===== src/rtl/reg_file.sv =====
// reg_file: multi-entry register file with one synchronous write port and two
// combinational read ports.
//
// Parameters:
//   n        bits per word
//   depth    number of words (need not be a power of two)
//   zero_reg when 1, entry 0 always reads 0 and ignores writes
//
// Ports:
//   clk            clock, state updates on rising edge
//   reset          asynchronous active-high reset, clears every entry
//   we             write enable
//   waddr, wdata   write address / data
//   raddr1, raddr2 read addresses
//   rdata1, rdata2 combinational read data; a same-cycle write to the read
//                  address is bypassed through
module reg_file #(
  parameter int unsigned n        = 32,
  parameter int unsigned depth    = 32,
  parameter bit          zero_reg = 1'b1,
  localparam int unsigned aw      = $clog2(depth)
) (
  input  logic          clk,
  input  logic          reset,
  input  logic          we,
  input  logic [aw-1:0] waddr,
  input  logic [n-1:0]  wdata,
  input  logic [aw-1:0] raddr1,
  input  logic [aw-1:0] raddr2,
  output logic [n-1:0]  rdata1,
  output logic [n-1:0]  rdata2
);

  logic [n-1:0] mem_q [depth];
  logic         write_ok;

  // Addresses at or above depth exist only when depth is not a power of two.
  function automatic logic addr_legal(input logic [aw-1:0] a);
    return 32'(a) < depth;
  endfunction

  // Entry 0 is read-only zero when zero_reg is set.
  function automatic logic addr_zero(input logic [aw-1:0] a);
    return zero_reg && (a == '0);
  endfunction

  assign write_ok = we && addr_legal(waddr) && !addr_zero(waddr);

  always_ff @(posedge clk or posedge reset) begin
    if (reset) begin
      for (int unsigned i = 0; i < depth; i++) begin
        mem_q[i] <= '0;
      end
    end else if (write_ok) begin
      mem_q[waddr] <= wdata;
    end
  end

  // Read mux shared by both ports; stored is mem_q[raddr], only meaningful
  // when the address is legal.
  function automatic logic [n-1:0] read_mux(input logic [aw-1:0] raddr,
                                            input logic [n-1:0]  stored);
    logic [n-1:0] val;
    val = '0;
    if (!reset && addr_legal(raddr) && !addr_zero(raddr)) begin
      if (write_ok && (waddr == raddr)) begin
        val = wdata;
      end else begin
        val = stored;
      end
    end
    return val;
  endfunction

  always_comb begin
    rdata1 = '0;
    rdata2 = '0;
    rdata1 = read_mux(raddr1, mem_q[raddr1]);
    rdata2 = read_mux(raddr2, mem_q[raddr2]);
  end

endmodule

===== config.mk =====
export PLATFORM = sky130hd
export DESIGN_NAME = reg_file
export DESIGN_NICKNAME = d
export VERILOG_FILES = /design/src/rtl/reg_file.sv
export SDC_FILE = /design/constraint.sdc
export NUM_CORES = 2
export LEC_CHECK = 0
export BUFFER_PORTS_ARGS = -buffer_cell sky130_fd_sc_hd__buf_2
export CORE_AREA = 2 2 395 358
export DETAILED_ROUTE_END_ITERATION = 12
export DIE_AREA = 0 0 397 360
export GPL_ROUTABILITY_DRIVEN = 0
export GPL_TIMING_DRIVEN = 0
export PLACE_DENSITY = 0.55
export SYNTH_ARGS = -nofsm -noshare
export SYNTH_HDL_FRONTEND = slang
export SYNTH_SLANG_ARGS = --single-unit

===== constraint.sdc =====
create_clock -name clk -period 37.6 [get_ports clk]
set_input_delay 3.76 -clock clk [delete_from_list [all_inputs] [get_ports clk]]
set_output_delay 3.76 -clock clk [all_outputs]
set_load 0.05 [all_outputs]

# After elaboration in Yosys (flattened, before gate mapping)
# Cells that the tools add are included.
[op_classes] shifts=0 n_mul=0 order_cmp=4 n_reduce_logical=13 n_div=0 addsub=0 mux=13 eq_ne=2 bitwise=3
[ops] operator="$bwmux W1024" count=1
[ops] operator="$bmux W32 S5" count=2
[ops] operator="$mux W32" count=9
[ops] operator="$demux W32 S5" count=1
[ops] operator="$ge A6 B6 Y1 const B" count=3
[ops] operator="$not A5 Y6" count=3
[ops] operator="$logic_not A5 Y1" count=3
[ops] operator="$eq A5 B5 Y1" count=2
[ops] operator="$logic_and A1 B1 Y1" count=6
[ops] operator="$lt A6 B1 Y1 const B" count=1
[ops] operator="$logic_not A1 Y1" count=4
[totals] output_inout_bits=64 regBits=1024 rom_bits=0 ram_bits=0 latchBits=0 mem_count=0 word_cells=67 inputBits=50

# Longest topological paths before layout
[depth] depth_word=6 depth_mapped=9 ltp_nobuf=5

# Worst setup path before layout
# OpenSTA, ideal clock, no wires.
[synth_path] kind="input to output" from="in reset" to="out rdata1[10]" path_slack_ns=4.702 required_ns=33.840 path_stages=5 n_path_buf=1 t_arrival_ns=29.138 path_cell_list="inv_1 o211ai_1 clkbuf_1 a21oi_1 a211o_1"
[synth_between] elab_chain_cells=3
[synth_lines] element="from (decl)" line_no="24" rtl="input logic reset,"
[synth_lines] element="$logic_not A1 Y1" line_no="65" rtl="if (!reset && addr_legal(raddr) && !addr_zero(raddr)) begin"
[synth_lines] element="$logic_and A1 B1 Y1" line_no="65"
[synth_lines] element="$mux W32" line_no="65"
[synth_lines] element="to (decl)" line_no="30" rtl="output logic [n-1:0] rdata1,"
# Every way passes these cells.

# Final worst setup path
[layout_path] from="in raddr2[4]" to="out rdata2[29]"
[layout_between] elab_chain_cells=6 word_cells_on_any_way=11 classes_between="1 x eq/ne; 5 x mux; 1 x bitwise; 4 x reduce/logical"
[layout_lines] element="from (decl)" line_no="29" rtl="input logic [aw-1:0] raddr2,"
[layout_lines] element="$not A5 Y6 (implied by the code)" line_no="79" rtl="rdata2 = read_mux(raddr2, mem_q[raddr2]);"
[layout_lines] element="$bmux W32 S5" line_no="79"
[layout_lines] element="$mux W32 (implied by the code) (2 in series)" line_no="79"
[layout_lines] element="$mux W32" line_no="66" rtl="if (write_ok && (waddr == raddr)) begin"
[layout_lines] element="$mux W32 (*)" line_no="65"
[layout_lines] element="to (decl)" line_no="31" rtl="output logic [n-1:0] rdata2"
# Every way passes the cells marked *; elsewhere a longest branch is shown, timed or not. The select of a mux whose other input is x is not followed.

==> metrics.md <==
| Metric | Value |
|---|---|
| Status | finished, violations left |
| Failing checks | max-capacitance violations, max-slew violations |
| Worst-Margin Slew | 1614 ps |
| Max incr delay on CP | 1180 ps |
| Synth Area in Compound Gates | 7.915% |
| Post-synth EDFFs | 0 |
| Area growth, synth to finish | 13.53% |
| Die W | 397 um |
| Leak | 27.63 nW |
| Final net count | 4,136 |
| Largest register FFs | 1,024 |
| Fill cell count | 12,570 |
| Vias in the first global route | 39,340 |
| Post-synth top area cell | dfrtp_1 |
| Synth Register Bits | 1,024 |
| First-pass GRT wire length | 328,200 um |
| Main combinational cell family by area after synthesis | multiplexers |
| DRC Markers | 0 |
| Most frequent cells in the layout | dfrtp_1, mux2_2, mux4_2 |
| Synth Warn # | 0 |
| Synth top area share | 46.49% |
| DRT iter0 DRCs | 4,991 |
| CP dominant cell by count | clkbuf_1 |
| Gate Count Post-Synth | 3,843 |
| Sequential power share | 42.6% |
| Synthesized area | 55,120 um^2 |
| Clk_lat worst skew | 770 ps |
| Logic pwr share | 20.8% |
| FP Rows | 130 |
| Clk pwr share | 36.6% |
| Total number of vias | 40,380 |
| Synth top area cells | dfrtp_1, mux2_2, mux4_2 |
| Asr flop ratio synth | 100.0% |
| F_max | 0.08324 GHz |
| DPL Wire Length | 163,400 um |
| Unrepaired setup endpoints after global routing | no |
| CP max FO | 10 |
| Synth Area in XOR/XNOR | 0.1589% |
| Avg Inst Size Synth | 14.34 um^2 |
| Max_slew headroom | -7.615% |
| Most common cell after layout, fill and taps aside | dfrtp_1 |
| Mux contribution to synthesized area | 40.55% |
| I/O Pins | 114 |
| Hold Crit Class | flop to flop |
| Final WS setup | 25,590 ps |
| Final Hold Vio Count | 0 |
| Final core occ | 45.11% |
| Maximum vdd drop | 0.04294 mV |
| Post-synthesis adder-cell area fraction | 0% |
| CP Capture Type | output pin |
| CTS tree | done |
| Routed vias/inst | 6.684 |
| First-pass DRT Iterations | 6 |
| Post-Route WL | 240,600 um |
| Port bufs | 106 |
| Biggest regs | mem_q (1024) |
| Final cell count without fillers | 6,042 |
| Routed len/inst | 39.82 um |
| Inst Count DP | 5,809 |
| Slowest cell on crit path | clkbuf_1 |
| Post-CTS Repair Setup Buffers | 0 |
| Post-synth cell types | 43 |
| Switching power | 1.010 mW |
| Top FF cell, synth | dfrtp_1 |
| Initial antenna violation count | 22 |
| Crit path kind | input port to output pin |
| Final setup fails | 0 |
| Worst EP required | 33,840 ps |
| GR Overflow Total | 0 |
| Pre-CTS setup slack | 25,680 ps |
| Num CTS Buffers | 119 |
| Slew Viols, Final | 66 |
| Startpoint types | input port |
| Sink Count | 1,024 |
| H-tree lvl count | 3 |
| CTS Hold Bufs | 0 |
| Final worst path period need | 12,010 ps |
| Crit-path cells | buf_2 -> clkbuf_1 -> clkbuf_1 -> clkbuf_1 -> o211ai_1 -> a21oi_1 -> a211o_1 -> buf_2 |
| Net switching share of the total power | 29.41% |
| CP arrival | 8250 ps |
| Starting density of the core | 39.73% |
| P per Cell Area | 54.86 nW/um^2 |
| Post-route design area | 62,580 um^2 |
| Final Skew | 0 ps |
| CTS Buffer Depth | 3 |
| Sequential-to-total area share from yosys stat | 46.49% |
| Largest net degree at the start of global routing | 123 |
| Pint | 2.424 mW |
| Simple-Gate Fraction of Synth Area | 1.339% |
| Dpl cell area | 58,290 um^2 |
| Core Region | 138,700 um^2 |
| Die height | 360 um |
| Die ar. | 142,900 um^2 |
| Layout cell share with drive strength beyond 1 | 45.42% |
| Synthesized net count | 3,893 |
| GRT Total Usage | 33.35% |
| MaxCap Viol Count | 6 |
| Clock root buffer | clkbuf_16 |
| Tcrit/Tclk final | 31.95% |
| Worst-path clk slew | 60 ps |
| Post-route ant nets | 0 |
| Post-CTS Resized | 0 |
| Most flops, register | mem_q |
==> power groups by stage <==
stage | clock network, mW | registers, mW | logic, mW
4_1_cts | 1.26 | 1.45 | 0.704
3_3_place_gp | 0 | 1.47 | 0.686
3_5_place_dp | 0 | 1.47 | 0.702
6_report | 1.26 | 1.46 | 0.715
5_1_grt | 1.30 | 1.49 | 0.750
2_1_floorplan | 0 | 1.43 | 0.525
==> cell type report <==
| type | instances | area, um^2 | share of cell area (%) |
|---|---|---|---|
| inverter | 5 | 26.28 | 0.04198 |
| tap | 1848 | 2312 | 3.695 |
| clock buffer | 184 | 3716 | 5.938 |
| timing repair buffer | 122 | 888.4 | 1.419 |
| clock inverter | 34 | 478.0 | 0.7637 |
| buffer | 444 | 1952 | 3.119 |
| antenna | 11 | 27.53 | 0.04398 |
| multi-input combinational | 2370 | 27560 | 44.03 |
| sequential | 1024 | 25620 | 40.95 |
==> kinds of logic after synthesis <==
family | Yosys count
DFF | 1024
and+or+nand+nor | 125
buffers and inverters | 449
muxes | 1643
xor gates and xnor gates | 10
AOI/OAI and AO/OA | 592
==> worst max-delay path: cells and delay by family <==
kind	cells	cell delay [ps]
compound gates	3	920
buf+inv	5	3490
==> synth_stat cells (3+ instances only) <==
library cell / instances
nor2b_1: 6
mux4_2: 373
o21bai_1: 64
mux2_2: 991
nand3b_1: 4
buf_1: 34
inv_1: 5
nand4b_1: 3
o211ai_1: 55
nor3b_1: 3
nand2_1: 19
o21ai_0: 9
buf_2: 179
clkbuf_1: 218
a21oi_1: 130
nand2b_1: 53
dfrtp_1: 1024
nor2_1: 16
nand4_1: 3
a22oi_1: 128
a221oi_1: 137
buf_4: 12
a211o_1: 64
nand3_1: 4
xnor2_1: 8
mux2i_1: 278
==> final timing paths <==
path | end | startpoint | depth (start not counted) | slack (ps)
setup reg to reg | mem_q[249] | mem_q[249] | 1 | 36780
hold reg to reg | mem_q[1014] | mem_q[1014] | 1 | 470
hold / removal | mem_q[1014] | mem_q[1014] | 1 | 470
max in group asynchronous | mem_q[811] | reset | 5 | 32340
min in group asynchronous | mem_q[229] | reset | 2 | 3180
setup / recovery | rdata2[29] | raddr2[4] | 8 | 25590
==> stage by stage <==
step	TNS, ps	hold WS (ps)	power, mW
6_report	0	473.4	3.434
5_1_grt	0	494.9	3.539
4_1_cts	0	481.2	3.417
3_5_place_dp	0	464.7	2.175
3_3_place_gp	-9935700	452.9	2.154
2_1_floorplan	0	441.3	1.955
==> layer usage <==
metal	vias up	GRT usage (%)	wire (um)
li1	15460	-	-
met1	21930	45.24	98000
met2	2375	46.85	102100
met3	615	10.90	25670
met4	8	18.36	14690
met5	-	0.8086	184
(Power assumes the default switching activity.)
